==> src/rtl/ampel_pkg.sv <==
// ampel_pkg: shared types and constants for the pedestrian-crossing sequencer.
//   phase_e     : phase index as driven on ZUST (0..5)
//   L_*         : lamp patterns, car {rot,gelb,gruen}, pedestrian {rot,gruen}
//   T_*_DEF     : default phase durations in ticks
//   kfz_lamps / fg_lamps : phase -> lamp vector decode
package ampel_pkg;

  typedef enum logic [3:0] {
    KFZ_GRUEN   = 4'd0,
    KFZ_GELB    = 4'd1,
    ROT_SICHER1 = 4'd2,
    FG_GRUEN    = 4'd3,
    ROT_SICHER2 = 4'd4,
    KFZ_ROTGELB = 4'd5
  } phase_e;

  localparam logic [2:0] L_KFZ_GRUEN   = 3'b001;
  localparam logic [2:0] L_KFZ_GELB    = 3'b010;
  localparam logic [2:0] L_KFZ_ROT     = 3'b100;
  localparam logic [2:0] L_KFZ_ROTGELB = 3'b110;
  localparam logic [1:0] L_FG_ROT      = 2'b10;
  localparam logic [1:0] L_FG_GRUEN    = 2'b01;

  localparam int T_GRUEN_MIN_DEF  = 10;
  localparam int T_GELB_DEF       = 3;
  localparam int T_ROT_SICHER_DEF = 2;
  localparam int T_FG_DEF         = 8;
  localparam int T_ROTGELB_DEF    = 1;
  localparam int TW_DEF           = 5;

  // Anything not a car-moving phase shows car red, so an illegal phase code
  // can never light car green/yellow.
  function automatic logic [2:0] kfz_lamps(input phase_e p);
    case (p)
      KFZ_GRUEN:   kfz_lamps = L_KFZ_GRUEN;
      KFZ_GELB:    kfz_lamps = L_KFZ_GELB;
      KFZ_ROTGELB: kfz_lamps = L_KFZ_ROTGELB;
      default:     kfz_lamps = L_KFZ_ROT;
    endcase
  endfunction

  function automatic logic [1:0] fg_lamps(input phase_e p);
    fg_lamps = (p == FG_GRUEN) ? L_FG_GRUEN : L_FG_ROT;
  endfunction

endpackage

==> src/rtl/phase_timer.sv <==
// phase_timer: TW-bit loadable down-counter for phase timing.
//   clk_i      : clock
//   rst_ni     : synchronous active-low reset, loads RST_VAL
//   tick_i     : decrement enable (one step per tick, stops at zero)
//   load_i     : load load_val_i (has priority over the decrement)
//   load_val_i : reload value for the phase being entered
//   zero_o     : counter is zero
module phase_timer #(
  parameter int             TW      = 5,
  parameter logic [TW-1:0]  RST_VAL = '0
) (
  input  logic          clk_i,
  input  logic          rst_ni,
  input  logic          tick_i,
  input  logic          load_i,
  input  logic [TW-1:0] load_val_i,
  output logic          zero_o
);

  logic [TW-1:0] cnt_q, cnt_d;

  // Holding at zero is what lets car-green wait indefinitely for a request.
  always_comb begin
    cnt_d = cnt_q;
    if (load_i) begin
      cnt_d = load_val_i;
    end else if (tick_i && (cnt_q != '0)) begin
      cnt_d = cnt_q - TW'(1);
    end
  end

  always_ff @(posedge clk_i) begin
    if (!rst_ni) begin
      cnt_q <= RST_VAL;
    end else begin
      cnt_q <= cnt_d;
    end
  end

  assign zero_o = (cnt_q == '0);

endmodule

==> src/rtl/ampel_phase_sequencer.sv <==
// ampel_phase_sequencer: pedestrian-crossing traffic light controller.
//   CLK     : system clock
//   RES     : synchronous active-low reset
//   TICK    : one-CLK phase-time enable; every high cycle counts
//   ANF     : pedestrian request button (asynchronous, debounced)
//   ZUST    : current phase index 0..5
//   KFZA    : car lamps {rot, gelb, gruen}
//   FA      : pedestrian lamps {rot, gruen}
//   ANF_ACK : "Signal kommt", high while a request is pending
module ampel_phase_sequencer
  import ampel_pkg::*;
#(
  parameter int T_GRUEN_MIN  = T_GRUEN_MIN_DEF,
  parameter int T_GELB       = T_GELB_DEF,
  parameter int T_ROT_SICHER = T_ROT_SICHER_DEF,
  parameter int T_FG         = T_FG_DEF,
  parameter int T_ROTGELB    = T_ROTGELB_DEF,
  parameter int TW           = TW_DEF
) (
  input  logic       CLK,
  input  logic       RES,
  input  logic       TICK,
  input  logic       ANF,
  output logic [3:0] ZUST,
  output logic [2:0] KFZA,
  output logic [1:0] FA,
  output logic       ANF_ACK
);

  // Reload values are duration-1: the entering tick is not counted.
  localparam logic [TW-1:0] R_GRUEN   = TW'(T_GRUEN_MIN - 1);
  localparam logic [TW-1:0] R_GELB    = TW'(T_GELB - 1);
  localparam logic [TW-1:0] R_ROT     = TW'(T_ROT_SICHER - 1);
  localparam logic [TW-1:0] R_FG      = TW'(T_FG - 1);
  localparam logic [TW-1:0] R_ROTGELB = TW'(T_ROTGELB - 1);

  phase_e        state_q, state_d;
  logic [2:0]    sync_q;   // [0],[1] synchronizer, [2] previous sample for edge detect
  logic          pend_q, pend_d;
  logic [2:0]    kfza_q;
  logic [1:0]    fa_q;
  logic          tmr_zero, tmr_load;
  logic [TW-1:0] tmr_val;
  logic          expire, anf_rise, enter_fg;

  phase_timer #(
    .TW      (TW),
    .RST_VAL (R_GRUEN)
  ) u_timer (
    .clk_i      (CLK),
    .rst_ni     (RES),
    .tick_i     (TICK),
    .load_i     (tmr_load),
    .load_val_i (tmr_val),
    .zero_o     (tmr_zero)
  );

  assign expire   = TICK && tmr_zero;
  assign anf_rise = sync_q[1] && !sync_q[2];

  always_comb begin
    state_d  = state_q;
    tmr_load = 1'b0;
    tmr_val  = R_GRUEN;
    case (state_q)
      KFZ_GRUEN: begin
        if (expire && pend_q) begin
          state_d  = KFZ_GELB;
          tmr_load = 1'b1;
          tmr_val  = R_GELB;
        end
      end
      KFZ_GELB: begin
        if (expire) begin
          state_d  = ROT_SICHER1;
          tmr_load = 1'b1;
          tmr_val  = R_ROT;
        end
      end
      ROT_SICHER1: begin
        if (expire) begin
          state_d  = FG_GRUEN;
          tmr_load = 1'b1;
          tmr_val  = R_FG;
        end
      end
      FG_GRUEN: begin
        if (expire) begin
          state_d  = ROT_SICHER2;
          tmr_load = 1'b1;
          tmr_val  = R_ROT;
        end
      end
      ROT_SICHER2: begin
        if (expire) begin
          state_d  = KFZ_ROTGELB;
          tmr_load = 1'b1;
          tmr_val  = R_ROTGELB;
        end
      end
      KFZ_ROTGELB: begin
        if (expire) begin
          state_d  = KFZ_GRUEN;
          tmr_load = 1'b1;
          tmr_val  = R_GRUEN;
        end
      end
      default: begin
        state_d  = KFZ_GRUEN;
        tmr_load = 1'b1;
        tmr_val  = R_GRUEN;
      end
    endcase
  end

  // The request being served is consumed on entry to pedestrian green; the
  // clear beats a same-cycle edge, and edges during pedestrian green are dropped.
  assign enter_fg = (state_d == FG_GRUEN) && (state_q != FG_GRUEN);

  always_comb begin
    pend_d = pend_q;
    if (enter_fg) begin
      pend_d = 1'b0;
    end else if (anf_rise && (state_q != FG_GRUEN)) begin
      pend_d = 1'b1;
    end
  end

  // Lamps are decoded from the next phase so they switch on the transition edge.
  always_ff @(posedge CLK) begin
    if (!RES) begin
      state_q <= KFZ_GRUEN;
      sync_q  <= '0;
      pend_q  <= 1'b0;
      kfza_q  <= L_KFZ_GRUEN;
      fa_q    <= L_FG_ROT;
    end else begin
      state_q <= state_d;
      sync_q  <= {sync_q[1:0], ANF};
      pend_q  <= pend_d;
      kfza_q  <= kfz_lamps(state_d);
      fa_q    <= fg_lamps(state_d);
    end
  end

  assign ZUST    = state_q;
  assign KFZA    = kfza_q;
  assign FA      = fa_q;
  assign ANF_ACK = pend_q;

endmodule

==> config.mk <==
export PLATFORM = sky130hd
export DESIGN_NAME = ampel_phase_sequencer
export DESIGN_NICKNAME = d
export VERILOG_FILES = /design/src/rtl/ampel_pkg.sv /design/src/rtl/phase_timer.sv /design/src/rtl/ampel_phase_sequencer.sv
export SDC_FILE = /design/constraint.sdc
export NUM_CORES = 1
export LEC_CHECK = 0
export ABC_AREA = 0
export CORE_ASPECT_RATIO = 1.1
export CORE_MARGIN = 4
export CORE_UTILIZATION = 50
export DETAILED_ROUTE_END_ITERATION = 10
export PLACE_DENSITY_LB_ADDON = 0.12
export SLEW_MARGIN = 20
export SYNTH_ARGS = -nofsm -noshare
export SYNTH_HDL_FRONTEND = slang
export SYNTH_SLANG_ARGS = --single-unit
==> constraint.sdc <==
create_clock -name CLK -period 2.1 [get_ports CLK]
set_clock_uncertainty 0.05 [all_clocks]
set_input_delay 0.315 -clock CLK [delete_from_list [all_inputs] [get_ports CLK]]
set_output_delay 0.315 -clock CLK [all_outputs]
set_load 0.02 [all_outputs]
==> results.toml, run 1 <==
[status]
status = "finished clean"

[worst_hold_path]
hold_path.class = "register to register"
hold_depth = 1
holdCritStartpoint = "sync_q[0]"

[clock_tree]
cts_tree = "yes"
cts_hold_buf = 0
h-tree-depth = 1
cts.reportedPaths.clkPinSlew_ns = 0.10
cts_max_path_buffers = 2
cts.root.buffer_cell = "clkbuf_4"
cts_made_buffers = 3
cts_setup_buffers = 0
cts.sink_count = 18
cts_resized = 0
clk-insertion-delay-late_ns = 0.29

[floorplanning]
rows = 15
dieHeight_um = 51.04
pin_count = 14
die_area_mm2 = 0.002406
coreArea_mm2 = 0.001577
initial_core_util_pct = 53.41
dieWidth_um = 47.13

[synthesis]
async_reset_ff_share_pct = 0
avgSynthCellArea_um2 = 9.569
synth.most_common_cell = "dfxtp_1"
synth_cells = 88
syn_nets = 94
synth_largest_area_cell = "dfxtp_1"
ys_seq_elements = 18
synth-main-ff-cell = "dfxtp_1"
synth_edf_count = 0
synth_area_leaders = "dfxtp_1, nor2_1, xor2_1"
yosys.area.top_type_share_pct = 42.79
synth_seq_area_share_pct = 42.79
yosys_warnings = 0
synth_cell_types = 40
syn_area_um2 = 842.1
synth_commonest_cells = "dfxtp_1, nor2_1, nand2_1"

[drt]
wire_per_inst_um = 13.62
wl_met1_um = 682
wl_met3_um = 123
dr.pass1.iters = 4
wl_um = 1634
top_layer_used = "met4"
ant_nets = 0
drtIter0Drc = 13
dr_total_vias = 715
route.detailed.drc = 0
via_per_inst = 5.958
wl_met2_um = 788

[timing]
rsz0062_at_grt = "false"
min_period_ns = 1.840
fin_crit_sh_pct = 87.63
finalMaxSlewViolations = 0
setup_viol = 0
finalHoldViolCount = 0
fmax_ghz = 0.5434
fin_tns_setup_ns = 0
hold_ws_ns = 0.3965
worst_slack_ns = 0.2597

[power_and_ir_drop]
leakage_nw = 0.3731
pwr_density_cell_mw_per_mm2 = 608.8
sw_frac_of_total_pct = 22.50
p_comb_share_pct = 9.6
p_int_mw = 0.4853
p_switching_mw = 0.1409
clock_power_share_pct = 33.5
ir_drop_mv = 0.4943
seq_power_share_pct = 56.9

[cells_and_area]
fill_cells = 129
drive_gt1_share_pct = 17.48
diodes = 0
syn2layout_area_growth_pct = 22.14
fin_nets = 110

[setup_path]
slowest_stage = "clkdlybuf4s50_1"
critPathKind = "register to output pin"
crit_start = "ZUST[0]"
critPathMaxFanout = 9
cp_slowest_stage_delay_ns = 0.67
crit_family = "buffers and inverters"
worst_setup_path_start_kind = "register"
cp_num_buf_inv = 1
worst-path-stages = 1
path_cells = "clkdlybuf4s50_1"
reg2reg_from = "u_timer.cnt_q[0]"
critical_path_arrival_ns = 1.48
end_kind = "output pin"
required_ns = 1.74
reg2reg_depth = 6
reg2reg_slack_ns = 0.31

[placed_design]
post-dp-hpwl_um = 1265
preCtsSetupSlack_ns = 0.2954
portBuffers = 13
gp_congestion = 0.8854

[global_routing]
grt_max_degree = 13
grt_pass1_vias = 640
track_usage_pct = 16.54
antenna_found_initial = 0
overflow = 0
grt_pass1_wl_um = 2808

[job]
maxCapViolCount = 0
## per-stage QoR
| stage | utilization, % | cell area, µm² | total power, mW | std cells |
|---|---|---|---|---|
| 2_1_floorplan | - | 842.1 | 0.4027 | 88 |
| 3_3_place_gp | 62.94 | 992.2 | 0.4233 | 116 |
| 3_5_place_dp | 62.94 | 992.2 | 0.4239 | 116 |
| 4_1_cts | 65.24 | 1028 | 0.6329 | 120 |
| 5_1_grt | 65.24 | 1028 | 0.6554 | 120 |
| 6_report | 65.24 | 1028 | 0.6262 | 120 |
## power groups by stage
stage | clock network [mW] | registers, mW | logic, mW
after floorplan | 0 | 0.365 | 0.0381
after global placement | 0 | 0.364 | 0.0592
after detailed placement | 0 | 0.364 | 0.0598
after CTS | 0.216 | 0.356 | 0.0605
after global routing | 0.232 | 0.357 | 0.0658
final | 0.210 | 0.356 | 0.0603
## flip-flops by register name, summed over array words and instances, names as in the netlist
name           flops
KFZA               3
FA                 2
ANF_ACK            1
ZUST               4
u_timer.cnt_q      5
sync_q             3
## per-layer routing
metal	GRT usage (%)	up-vias
met5	0	-
met4	9.677	0
met3	3.169	5
met2	24.21	31
met1	21.91	333
li1	-	346
## area by class of cell
type	count	area, µm²	share of cell area, %
Clock buffer	4	36.28	3.528
Inverter	3	11.26	1.095
Multi-Input combinational cell	63	454.2	44.16
Sequential cell	18	360.3	35.04
Tap cell	17	21.27	2.068
Timing Repair Buffer	15	145.1	14.11
## cells in the final DEF (no fill, tap or decap), types with 2 or more instances in the layout
master           Yosys  layout
and3_2               2       2
clkdlybuf4s50_1      0      13
nand2_1              6       6
nor2_1               9       9
dfxtp_1             18      18
nand3_1              3       3
clkbuf_4             0       3
nand3b_1             2       2
xor2_1               3       3
nand4_1              2       2
a31oi_1              2       2
ha_1                 2       2
a21oi_1              2       2
nor3_1               2       2
and2_1               3       3
inv_1                3       3
o21ai_0              2       2
buf_4                0       2
## cells by family (layout without fill, tap and decap cells)
kind of cell    count (synthesis)  count (layout)  share of synthesized area [%]
simple gates                   38              38                          27.19
flops                          18              18                          42.79
compound gates                 16              16                          16.05
buf+inv                         7              22                          3.268
xor+xnor                        5               5                          6.093
fa+ha+maj                       2               2                          2.971
other cells                     1               1                         0.4453
mux                             1               1                          1.189
## final timing paths
| check | to |
|---|---|
| worst max-delay path | ZUST[0] |
| worst min-delay path | sync_q[1] |
| worst max register to register | u_timer.cnt_q[0] |
| worst min register to register | sync_q[1] |
No activity file was read; power rests on OpenSTA's default activity.
==> run 2, diff against run 1 <==
ABC_CLOCK_PERIOD_IN_PS = 2100   (was default)
SLEW_MARGIN = 10   (was 20)
==> results of run 2 <==
The final DEF is identical to that of run 1; final timing and power are the same.
